--- src/rtl/cond_unit.sv ---
//==============================================================================
// Module   : cond_unit
// Brief    : Flags register plus branch-condition resolver for the t16q core.
//            Emits a one-deep registered redirect record {taken, pc} to fetch.
//            Optional statistics counters are built under COND_UNIT_STATS_EN.
// Revision : 1.0 - initial release
//==============================================================================
`default_nettype none

module cond_unit #(
    parameter int XLEN = 16
) (
    input  logic            clk,
    input  logic            rst_n,
    input  logic            flags_we,
    input  logic [3:0]      flags_in,
    input  logic            br_valid,
    output logic            br_ready,
    input  logic [3:0]      br_cond,
    input  logic [XLEN-1:0] br_target,
    input  logic [XLEN-1:0] br_next,
    input  logic            flush,
    output logic            redir_valid,
    input  logic            redir_ready,
    output logic            redir_taken,
    output logic [XLEN-1:0] redir_pc,
    output logic [3:0]      flags_q,
    output logic [15:0]     stat_branches,
    output logic [15:0]     stat_taken
);

    localparam logic [15:0] c_stat_max = 16'hFFFF;

    typedef enum logic [0:0] {
        ST_EMPTY = 1'b0,
        ST_FULL  = 1'b1
    } state_t;

    state_t             r_state;
    state_t             w_state_nxt;
    logic [3:0]         r_flags;
    logic [3:0]         w_flags_eff;
    logic               w_z;
    logic               w_c;
    logic               w_n;
    logic               w_v;
    logic               w_lt;
    logic [7:0]         w_base;
    logic               w_cond_true;
    logic               w_accept;
    logic               r_taken;
    logic [XLEN-1:0]    r_pc;

    //--------------------------------------------------------------------------
    // Flags register with same-cycle forwarding to the resolver
    //--------------------------------------------------------------------------
    always_ff @(posedge clk or negedge rst_n) begin
        if (!rst_n) begin
            r_flags <= 4'b0000;
        end else if (flags_we) begin
            r_flags <= flags_in;
        end
    end

    assign w_flags_eff            = flags_we ? flags_in : r_flags;
    assign {w_z, w_c, w_n, w_v}   = w_flags_eff;
    assign w_lt                   = w_n ^ w_v;

    // Condition codes come in complementary pairs: the odd code is the
    // inverse of the even one, so resolve the even predicate and flip on LSB.
    assign w_base = {
        ~w_z & ~w_lt,   // 14 GT  / 15 LE
        w_lt,           // 12 LT  / 13 GE
        ~w_c & ~w_z,    // 10 GTU / 11 LEU
        w_v,            //  8 VS  /  9 VC
        w_n,            //  6 MI  /  7 PL
        w_c,            //  4 LTU /  5 GEU
        w_z,            //  2 EQ  /  3 NE
        1'b1            //  0 AL  /  1 NV
    };

    assign w_cond_true = w_base[br_cond[3:1]] ^ br_cond[0];

    //--------------------------------------------------------------------------
    // Handshake and output-record state machine
    //--------------------------------------------------------------------------
    assign redir_valid = (r_state == ST_FULL);
    assign br_ready    = ~flush & (~redir_valid | redir_ready);
    assign w_accept    = br_valid & br_ready;

    always_ff @(posedge clk or negedge rst_n) begin
        if (!rst_n) begin
            r_state <= ST_EMPTY;
        end else begin
            r_state <= w_state_nxt;
        end
    end

    always_comb begin
        w_state_nxt = r_state;
        case (r_state)
            ST_EMPTY: begin
                if (w_accept) begin
                    w_state_nxt = ST_FULL;
                end
            end
            ST_FULL: begin
                if (!w_accept && redir_ready) begin
                    w_state_nxt = ST_EMPTY;
                end
            end
            default: w_state_nxt = ST_EMPTY;
        endcase
        // Flush wins over both consumption and acceptance.
        if (flush) begin
            w_state_nxt = ST_EMPTY;
        end
    end

    // The record is captured only at acceptance, so later flag writes or
    // stalls cannot disturb a resolved redirect.
    always_ff @(posedge clk or negedge rst_n) begin
        if (!rst_n) begin
            r_taken <= 1'b0;
            r_pc    <= '0;
        end else if (w_accept) begin
            r_taken <= w_cond_true;
            r_pc    <= w_cond_true ? br_target : br_next;
        end
    end

    assign redir_taken = r_taken;
    assign redir_pc    = r_pc;
    assign flags_q     = r_flags;

    //--------------------------------------------------------------------------
    // Saturating statistics counters (cleared by reset only)
    //--------------------------------------------------------------------------
`ifdef COND_UNIT_STATS_EN
    logic [15:0] r_stat_branches;
    logic [15:0] r_stat_taken;

    always_ff @(posedge clk or negedge rst_n) begin
        if (!rst_n) begin
            r_stat_branches <= 16'h0000;
            r_stat_taken    <= 16'h0000;
        end else if (w_accept) begin
            if (r_stat_branches != c_stat_max) begin
                r_stat_branches <= r_stat_branches + 16'h0001;
            end
            if (w_cond_true && (r_stat_taken != c_stat_max)) begin
                r_stat_taken <= r_stat_taken + 16'h0001;
            end
        end
    end

    assign stat_branches = r_stat_branches;
    assign stat_taken    = r_stat_taken;
`else
    logic w_unused_stats;
    assign w_unused_stats = &c_stat_max;
    assign stat_branches  = 16'h0000;
    assign stat_taken     = 16'h0000;
`endif

endmodule

`default_nettype wire

--- config.mk ---
export PLATFORM = sky130hd
export DESIGN_NAME = cond_unit
export DESIGN_NICKNAME = d
export VERILOG_FILES = /design/src/rtl/cond_unit.sv
export SDC_FILE = /design/constraint.sdc
export NUM_CORES = 1
export LEC_CHECK = 0
export ABC_AREA = 1
export CORE_MARGIN = 4
export CORE_UTILIZATION = 30
export DETAILED_ROUTE_END_ITERATION = 16
export GPL_TIMING_DRIVEN = 0
export PLACE_DENSITY = 0.67
export SLEW_MARGIN = 5
export SYNTH_ARGS = -nofsm -noshare
export SYNTH_HDL_FRONTEND = slang
export SYNTH_SLANG_ARGS = --single-unit
--- constraint.sdc ---
create_clock -name clk -period 1.3 [get_ports clk]
set_input_delay 0.26 -clock clk [delete_from_list [all_inputs] [get_ports clk]]
set_output_delay 0.26 -clock clk [all_outputs]
set_load 0.01 [all_outputs]
Word level (Yosys, flattened, before mapping)
Cells that the tools add are included.
{ "totals": {"regBits": 22, "output_inout_bits": 55, "elab_cells": 27} }
{ "op_classes": {"magnitude_cmp": 1, "mux": 8, "bitwise_logic": 12, "n_reduce_logical": 2} }
{ "op_table": {"columns": ["operator", "n"], "rows": [
  ["$mux 16", 1],
  ["$not 1->1", 5],
  ["$and 1x1->1", 4],
  ["$lt 3x4->1 const B", 1],
  ["$mux 1", 4],
  ["$mux 4", 1],
  ["$bmux 1 s3", 1],
  ["$pmux 1 s2", 1],
  ["$xor 1x1->1", 2],
  ["$logic_and 1x1->1", 1],
  ["$logic_not 1->1", 1],
  ["$or 1x1->1", 1]
]} }

Logic depth before layout (Yosys ltp)
Gate-level depths: netlist of the first run.
{ "depth": {"depth_word": 9, "ltp_mapped": 14} }

Worst setup path before layout of the first run
No wires, ideal clock.
{ "synth_timing": {"kind": "flip-flop to flip-flop", "from": "register r_flags[0] (netlist: flags_q[0])", "to": "register r_pc[11] (netlist: redir_pc[11])", "setup_time_ps": 117, "t_arrival_ps": 1370, "required_ps": 1183, "slack_ps": -188, "path_stages_with_launch": 14, "path_cell_list": "dfrtp_1 nand2_2 nand2_2 nand2_1 nand2_1 nor2_1 nor2_2 nand2_2 nand2_2 nand2_4 buf_6 nand3_1 nand3_1 nand2_1"} }
{ "synth_via": {"elab_chain_cells": 8} }
{ "synth_lines": {"columns": ["element", "line_no", "text"], "rows": [
  ["start: declaration", "41", "logic [3:0] r_flags;"],
  ["start signal: assignment", "61", "r_flags <= flags_in;"],
  ["$mux 4 *", "65", "assign w_flags_eff = flags_we ? flags_in : r_flags;"],
  ["net w_base[4]", "48", "logic [7:0] w_base;"],
  ["$xor 1x1->1", "67", "assign w_lt = w_n ^ w_v;"],
  ["$not 1->1", "72", "~w_z & ~w_lt,"],
  ["$and 1x1->1", "72", null],
  ["$bmux 1 s3 *", "82", "assign w_cond_true = w_base[br_cond[3:1]] ^ br_cond[0];"],
  ["$mux 1 (implied by the code) *", "82", null],
  ["$xor 1x1->1 *", "82", null],
  ["$mux 16 *", "128", "r_pc <= w_cond_true ? br_target : br_next;"],
  ["end signal: assignment", "128", null],
  ["end: declaration", "52", "logic [XLEN-1:0] r_pc;"]
]} }
The timed path passes the listed nets; every way through them passes the cells marked *. The select of a mux whose other input is x is not followed.
A chain may end at the register's enable or synchronous reset.

Final worst setup path of the first run
{ "layout_timing": {"from": "register r_flags[0] (netlist: flags_q[0])", "to": "register r_pc[2] (netlist: redir_pc[2])"} }
Same word-level chain as after synthesis.

==> results.md, run 1 <==
- The number of endpoints with negative hold slack in the final report is 0.
- The setup check on the worst reg-to-reg path leaves a slack of -0.32 ns.
- The worst setup path is launched from a flip-flop.
- The repair_antennas step left the layout with diodes totalling 0.
- The highest metal layer with signal wires is met4.
- The floorplan step set the die width to approximately 82 microns.
- The peak per-stage delay on the critical path is between 0.4 and 0.5 ns.
- In the final layout, the multi-input gates occupy approximately 960 sq um.
- The leading area contributor after synthesis is dfrtp_1.
- The pre-antenna-repair detailed-routing pass consisted of 4 iterations.
- The critical path required time is around 1.5 ns.
- In the routed layout, each cell is associated on average with a via count of roughly 4.
- The fraction of power consumed by the clock network is 20.6%.
- During synthesis, Yosys emitted a total of 0 warnings.
- The run finished, with violations left.
- The critical path in this run is classified as reg -> reg.
- The cell with the most instances on the worst path is nand2_2.
- The reported leakage power is about 1.7 nW.
- The final core utilization is a little under three fifths.
- The largest delay contributor family on the critical path is simple AND/OR/NAND/NOR gates.
- For this run, the total global-route usage over all layers was measured as between 10% and 20%.
- The checks that failed: setup timing.
- Compared with the post-synthesis result, the final layout area differs by 74.75%.
- The initial DRC count is 35.
- The routed length on met2 is between 2000 and 3000 microns.
- The number of clock buffers added by TritonCTS is 3.
- The cell-internal power is roughly 1.6 mW.
- The clock sink total is 22.
- The sequential group share of total power is 35.7%.
- The largest individual stage delay along the critical path comes from the cell dfrtp_1.
- The cell count after synthesis came out at 234.
- The fraction of the yosys area taken by sequential cells is roughly a third.
- The pin count of the biggest net entering global routing is 23.
- The overall overflow remaining after global route is 0.
- The layout filler cell count is between 400 and 500.
- After detailed placement, the total cell area comes to roughly 0.0025 sq mm.
- The capturing element type of the critical path is a flip-flop.
- The later pin in the worst-skew pair is clocked with a latency of approximately 0.26 ns.
- The number of cells on the worst reg-to-reg path is 13.
- The number of port buffers is 68.
- Sorting the synthesized cells by area gives the leading types as dfrtp_1 (33%), buf_4 (15%), nand3_1 (14%).
- The synthesized design devotes to its leading area cell type around 33% of total area.
- Counting flops and latches in the post-synthesis netlist gives 22.
- Cells with a size suffix above 1 make up between 30% and 40% of the layout.
- Total power for the finished layout comes to 2.385 mW.
- Wire segments on met3 add up to ~340 microns in the final route.
- In the final routed layout, each cell accounts on average for approximately 11 microns.
- The worst hold path belongs to the class in -> async.
- The number of nets in the layout is just under 400.
- The critical register-to-register path endpoint is redir_pc[2].
- After clock tree synthesis, the clock-pin slew on the worst setup and hold paths is about 0.08 ns.
- For this block, the routed nets add up to between 4000 and 5000 microns of wire.
- Final hold analysis gives a worst-case slack of 0.1664 ns.
- In this run the number of H-tree levels came out at 1.
- The cell area that synthesis handed to floorplanning was 0.001660 sq mm.
- Along the worst path, the maximum fanout reaches 6.
- The termination of the worst setup path is redir_pc[2].
- The first global-routing pass estimated around 7000 microns of wire.
- The final RePlAce weighted congestion is 0.8068.
- The cell area power density is 822.1 mW/mm^2.
- The worst path uses 124.9% of the clock period.
- STA puts the critical path data arrival time at roughly 1.8 ns.
- The actual slew at the worst max-slew pin is 1.026 ns.
- In the final layout, flip-flops and latches occupy 550.5 sq um.
- The via count of the first global-routing pass was about 1500.
- between 100 and 150 I/O pins were placed.
- The routed length on met1 is between 1500 and 2000 microns.
- From bottom edge to top edge, the die measures between 80 and 90 microns.
- The tool flagged a number of max-cap violations equal to 0.
- The number of antenna violations at the first check in global routing is 0.
- The number of DRC violations after detailed routing is 0.
- The area inside the core boundary is ~0.0052 sq mm.
- The per-instance average area after synthesis is 7.095 sq um.
- The switching share of total power is 33.40%.
- With fillers left out, the area of the finished cells amounts to approximately 0.0029 sq mm.
- The clock arrives with 0.002897 ns of skew.
- Across all layers, the routed design uses around 1700 vias.
- The worst-case IR drop observed on VDD is 0.3956 mV.
- Measured against its own limit, the worst slew margin works out to between 30% and 40%.
- The number of buffers and inverters on the critical path is 1.
- The clock tree from TritonCTS is built.
- The logic depth of the worst setup path including buffers is 13.
- Setup repair after global routing could not meet its margin everywhere.
- The number of endpoints failing setup at the final stage is 17.
- The critical path goes through nand2_2, nand2_2, nand2_2, nand2_2, nand2_2, nand3_2, nand2_4, nand2_8, nand2_8, buf_6, nand3_1, nand3_1, nand2_1.
- The HPWL after detailed placement is around 3500 microns.
- The area of the die is around 0.0068 sq mm.
- Tracing the worst setup path back leads to its startpoint at flags_q[0].
- The number of library cell types mapped by synthesis is 16.
- Derived from the worst setup path, the maximum achievable clock frequency is 615.9 MHz.
- The start of the worst register-to-register path is flags_q[0].
- The number of antenna-violating nets in the routed design is 0.
- The count of final max-slew check failures is 0.
- The clock root buffer is clkbuf_8.
- The worst-case clock buffer depth is 2.
- Summed over all nets, the switching power comes to around 800 uW.
- The initial standard-cell utilization of the core is between 30% and 40%.
- The portion of total power attributed to combinational logic is a little over two fifths.
- The standard-cell row count is 26.
- The post-route minimum period is between 1.5 and 2 ns.
- The setup slack after layout is -0.3236 ns.
==> state kept, by name, summed over array words and instances, names as in the netlist <==
signal / flops
redir_taken: 1
flags_q: 4
redir_pc: 16
redir_valid: 1
==> through the flow <==
| stage | instances | setup TNS, ns | setup WS [ns] |
|---|---|---|---|
| after floorplan | 265 | -2.090 | -0.1694 |
| after global placement | 403 | -19.68 | -0.8716 |
| after detailed placement | 403 | -20.45 | -0.8872 |
| after CTS | 415 | -5.175 | -0.3241 |
| after global routing | 419 | -6.941 | -0.4350 |
| final | 419 | -5.249 | -0.3236 |
==> area by class of cell <==
class,count,share of cell area [%]
clock buffers,4,1.897
multi-input cells,160,33.03
flip-flops and latches,22,18.97
plain buffers,38,10.74
well taps,70,3.019
inverters,45,5.865
repair buffers,80,26.48
==> kinds of logic after synthesis <==
kind of cell,synth area share (%)
other cells,0.2259
buf+inv,28.03
flops,33.16
compound gates,0.7535
simple gates,37.83
==> worst min path at each step <==
stage	startpoint	end	slack, ns	cells past startpoint
finish	rst_n	redir_pc[11]	0.17	1
CTS	flags_in[1]	flags_q[1]	0.39	3
floorplan	rst_n	flags_q[0]	-0.04	0
global route	rst_n	redir_pc[0]	0.24	1
detailed placement	redir_pc[6]	redir_pc[6]	0.46	2
global placement	redir_pc[7]	redir_pc[7]	0.46	2
==> cell usage in the layout, fill, tap and decap left out, drive strengths merged <==
| cell type | count |
|---|---|
| inv | 44 |
| nor2 | 6 |
| dlygate4sd2 | 27 |
| dlymetal6s2s | 1 |
| conb | 32 |
| clkinv | 1 |
| nand2 | 66 |
| o211ai | 1 |
| clkdlybuf4s15 | 1 |
| buf | 50 |
| nand3 | 55 |
| dfrtp | 22 |
| clkbuf | 6 |
| clkdlybuf4s50 | 37 |
==> metal layers <==
layer	vias to the layer above	GRT usage, %
met5	-	0
met3	4	1.952
met2	51	25.64
met1	739	15.65
li1	881	-
met4	0	3.821
==> power groups by stage <==
stage                     clock [mW]  sequential [mW]  combinational [mW]
after floorplan                    0            0.923               0.439
after detailed placement           0            0.869               0.956
after global routing           0.540            0.866                1.14
after CTS                      0.510            0.852               0.981
final                          0.492            0.851                1.04
after global placement             0            0.865               0.951
==> cell usage after synthesis (all sizes together) <==
library cell  instances
clkinv                1
nand2                66
nor2                  6
nand3                55
clkbuf                1
o211ai                1
buf                  37
dfrtp                22
conb                  1
inv                  44
==> repair_timing <==
item	CTS	global route
hold buffers	0	0
resized for setup	66	22
setup buffers	6	4
pin swaps	28	20
setup endpoints to repair	40	41
gates cloned	2	0
No activity file was read; power rests on OpenSTA's default activity.
==> run 2, diff against run 1 <==
--- a/config.mk
+++ b/config.mk
@@ -9,7 +9,9 @@
 export CORE_MARGIN = 4
 export CORE_UTILIZATION = 30
+export CTS_CLUSTER_SIZE = 16
 export DETAILED_ROUTE_END_ITERATION = 16
 export GPL_TIMING_DRIVEN = 0
 export PLACE_DENSITY = 0.67
+export SETUP_SLACK_MARGIN = 0.15
 export SLEW_MARGIN = 5
 export SYNTH_ARGS = -nofsm -noshare
==> constraint.sdc (replaced) <==
create_clock -name clk -period 1.3 [get_ports clk]
set_input_delay 0.26 -clock clk [delete_from_list [all_inputs] [get_ports clk]]
set_output_delay 0.26 -clock clk [all_outputs]
set_load 0.05 [all_outputs]
==> run 2 against run 1 <==
Against the previous run:
- the run still ends with setup timing left
- clock power rose by 29%
- critical endpoint is now redir_pc[14]
- sequential power up 2%
- cell area is 9.1% higher
- total power increased by 35%
- sequential cell count unchanged
==> results.md, run 2 (same netlist as run 1, synthesis figures left out) <==
- The top-level port count is 101 (unchanged).
- The first-pass detailed-route iteration total is 5 (was 4).
- The total global-route track usage was 13.46% (was 13.56%).
- The via count of the first global-routing pass is 1598 (was 1504).
- The number of antenna violations at the first check in global routing is 0 (unchanged).
- The area of all placed cells without fillers is 0.003164 sq mm (was 0.002902 sq mm).
- The clock sink total came to 22 (unchanged).
- Most frequent cells in the layout: buf_4 (59), nand2_1 (47), inv_1 (41) (was nand2_1 (49), inv_1 (41), buf_4 (41)).
- The clock root buffer is clkbuf_8 (unchanged).
- The critical register-to-register path endpoint is redir_pc[14] (was redir_pc[2]).
- The worst clock skew is 0.007942 ns (was 0.002897 ns).
- The final RePlAce weighted congestion was 0.8218 (was 0.8068).
- The clock tree from TritonCTS is built (unchanged).
- The flip-flop count of the largest register after layout is 16 (unchanged).
- The category of the worst setup path launch point is a flip-flop (unchanged).
- The number of nets in the layout came to 408 (was 396).
- The standard-cell row count is 26 (unchanged).
- The area growth from synthesis to layout is 90.58% (was 74.75%).
- The count of final max-slew check failures is 0 (unchanged).
- The HPWL reported at the end of detailed placement is 3426 microns (was 3547 microns).
- The largest delay contributor family on the critical path is simple AND/OR/NAND/NOR gates (unchanged).
- The cell with the largest stage delay on the worst path is dfrtp_2 (was dfrtp_1).
- The first-pass GRT wire length came to 7093 microns (was 7031 microns).
- The number of endpoints with negative hold slack in the final report is 0 (unchanged).
- The total placed instance area is 0.002581 sq mm (was 0.002550 sq mm).
- The via-per-instance ratio came to 4.056 (was 3.998).
- Critical path, cell by cell: nand2_2, nand2_2, nand2_2, nand2_2, nand2_2, nand3_2, nand2_4, nand2_8, nand2_8, buf_12, buf_16, nand3_2, nand3_2, nand2_1 (was nand2_2, nand2_2, nand2_2, nand2_2, nand2_2, nand3_2, nand2_4, nand2_8, nand2_8, buf_6, nand3_1, nand3_1, nand2_1).
- The number of buffers created by CTS came to 3 (unchanged).
- The cell with the most instances on the worst path was nand2_2 (unchanged).
- Unrepaired setup endpoints after global routing: true (unchanged).
- The final critical-path share of the clock period was 131.2% (was 124.9%).
- The area inside the core boundary is 0.005238 sq mm (unchanged).
- The initial DRC count is 76 (was 35).
- Run status: finished, violations left (unchanged).
- The number of antenna-violating nets in the routed design is 0 (unchanged).
- The overall overflow remaining after global route came to 0 (unchanged).
- The number of DRC violations after detailed routing is 0 (unchanged).
- The start of the worst register-to-register path is flags_q[1] (was flags_q[0]).
- The number of endpoints failing setup at the final stage is 19 (was 17).
- The count of H-tree levels built during CTS came to 1 (unchanged).
- The overall power after layout is 3.225 mW (was 2.385 mW).
- The internal reg-to-reg setup slack is -0.41 ns (was -0.32 ns).
- The register clock-pin slew on the reported worst setup and hold paths is 0.09 ns (was 0.08 ns).
- The biggest fanout along the worst timing path came to 5 (was 6).
- The area of the die is 0.006789 sq mm (unchanged).
- The sum of routed wire length over all layers was 4934 microns (was 4791 microns).
- The reported leakage power came to 1.745 nW (was 1.652 nW).
- The maximum achievable frequency was 586.2 MHz (was 615.9 MHz).
- The kind of path behind the tightest hold check is in -> async (unchanged).
- The capturing element type of the critical path is a flip-flop (unchanged).
- The number of buffers and inverters on the critical path is 2 (was 1).
- The width of the die is 82.40 microns (unchanged).
- The number of port buffers is 68 (unchanged).
- The post-route minimum period was 1.706 ns (was 1.624 ns).
- The setup slack after layout is -0.4058 ns (was -0.3236 ns).
- The peak per-stage delay on the critical path was 0.43 ns (was 0.41 ns).
- The pin count of the biggest net entering global routing was 23 (unchanged).
- The area taken by multi-input logic gates is 0.001049 sq mm (was 958.4 sq um).
- The average wire length per cell after detail routing is 11.45 microns (was 11.43 microns).
- The critical path class is reg -> reg (unchanged).
- The arrival time at the worst endpoint is 1.87 ns (was 1.78 ns).
- The cell area power density came to 1019 mW/mm^2 (was 822.1 mW/mm^2).
- The number of cells on the worst reg-to-reg path came to 14 (was 13).
- The layout filler cell count is 464 (was 498).
- The sequential cell area is 556.8 sq um (was 550.5 sq um).
- The die span in y came to 82.40 microns (unchanged).
- The number of max-cap violations is 0 (unchanged).
- The actual slew at the worst max-slew pin is 0.9512 ns (was 1.026 ns).
- The relative max-transition margin is 36.59% (was 31.49%).
- The clock latency on the worst-skew pair was 0.26 ns (about the same).
- Failing checks: setup timing (unchanged).
- The initial standard-cell utilization of the core is 31.70% (unchanged).
- The critical path required time came to 1.46 ns (about the same).
- The total inserted antenna cells is 0 (unchanged).
- The commonest non-fill, non-tap cell in the layout is buf_4 (was nand2_1).
- The total number of vias is 1748 (was 1675).
- The worst-case clock buffer depth is 2 (unchanged).
- The largest vdd supply drop was 0.5391 mV (was 0.3956 mV).
- The share of final-layout standard cells stronger than drive strength 1 is 43.77% (was 31.23%).
-- run 2: cell count changes in the layout (fill, tap and decap cells not counted), sizes merged --
cell / change
clkbuf: +4
bufinv: +1
buf: +30
dlygate4sd2: -23
-- run 2: worst max-delay path by stage --
stage | startpoint | endpoint | slack [ns] | cells past startpoint
floorplan | flags_q[0] | redir_pc[11] | -0.29 | 14
global placement | flags_we | redir_pc[9] | -0.86 | 10
detailed placement | flags_we | redir_pc[9] | -0.89 | 10
CTS | flags_q[3] | redir_pc[12] | -0.37 | 13
global route | flags_q[1] | redir_pc[11] | -0.50 | 14
finish | flags_q[1] | redir_pc[14] | -0.41 | 14
-- run 2: worst reg2reg max path: stages (launching register included) --
cell and delay, ns:
dfrtp_2 0.43, nand2_2 0.07, nand2_2 0.07, nand2_2 0.10
nand2_2 0.06, nand2_2 0.06, nand3_2 0.09, nand2_4 0.14
nand2_8 0.09, nand2_8 0.11, buf_12 0.11, buf_16 0.12
nand3_2 0.07, nand3_2 0.06, nand2_1 0.04
-- run 2: layer usage --
layer | vias up | global-route usage, % | wire length (microns)
met2 | 58 | 24.60 | 2634
met3 | 2 | 3.254 | 380
met4 | 0 | 2.159 | 29
li1 | 909 | - | -
met1 | 779 | 16.07 | 1889
met5 | - | 0 | 0
-- run 2: power breakdown --
part | switching [mW] | leakage, nW | internal, mW
logic | 1.08 | 1.44 | 0.647
clock network | 0.224 | 0.0357 | 0.411
registers | 0.0662 | 0.265 | 0.798
-- run 2: through the flow --
| step | TNS [ns] | instances | setup WS (ns) | utilization [%] | hold slack [ns] |
|---|---|---|---|---|---|
| after CTS | -6.017 | 422 | -0.3746 | 55.16 | 0.2917 |
| after detailed placement | -21.85 | 403 | -0.8938 | 49.28 | 0.4665 |
| after global routing | -7.746 | 431 | -0.5035 | 60.42 | 0.2843 |
| after floorplan | -4.166 | 265 | -0.2899 | - | -0.03559 |
| after global placement | -21.85 | 403 | -0.8584 | 49.28 | 0.4617 |
| final | -5.952 | 431 | -0.4058 | 60.42 | 0.2161 |
-- run 2: layout make-up --
class	count	area share, %
clock inverters	1	0.9490
flip-flops and latches	22	17.60
multi-input cells	160	33.14
repair buffers	92	29.14
clock buffers	3	1.305
plain buffers	38	9.609
inverters	45	5.496
well taps	70	2.768
-- run 2: repair_timing --
action,4_1_cts,5_1_grt
cloned,2,0
pin swaps,29,29
buffers inserted,13,9
gates resized for setup,163,74
hold buffers,0,0
setup endpoints to repair,62,40
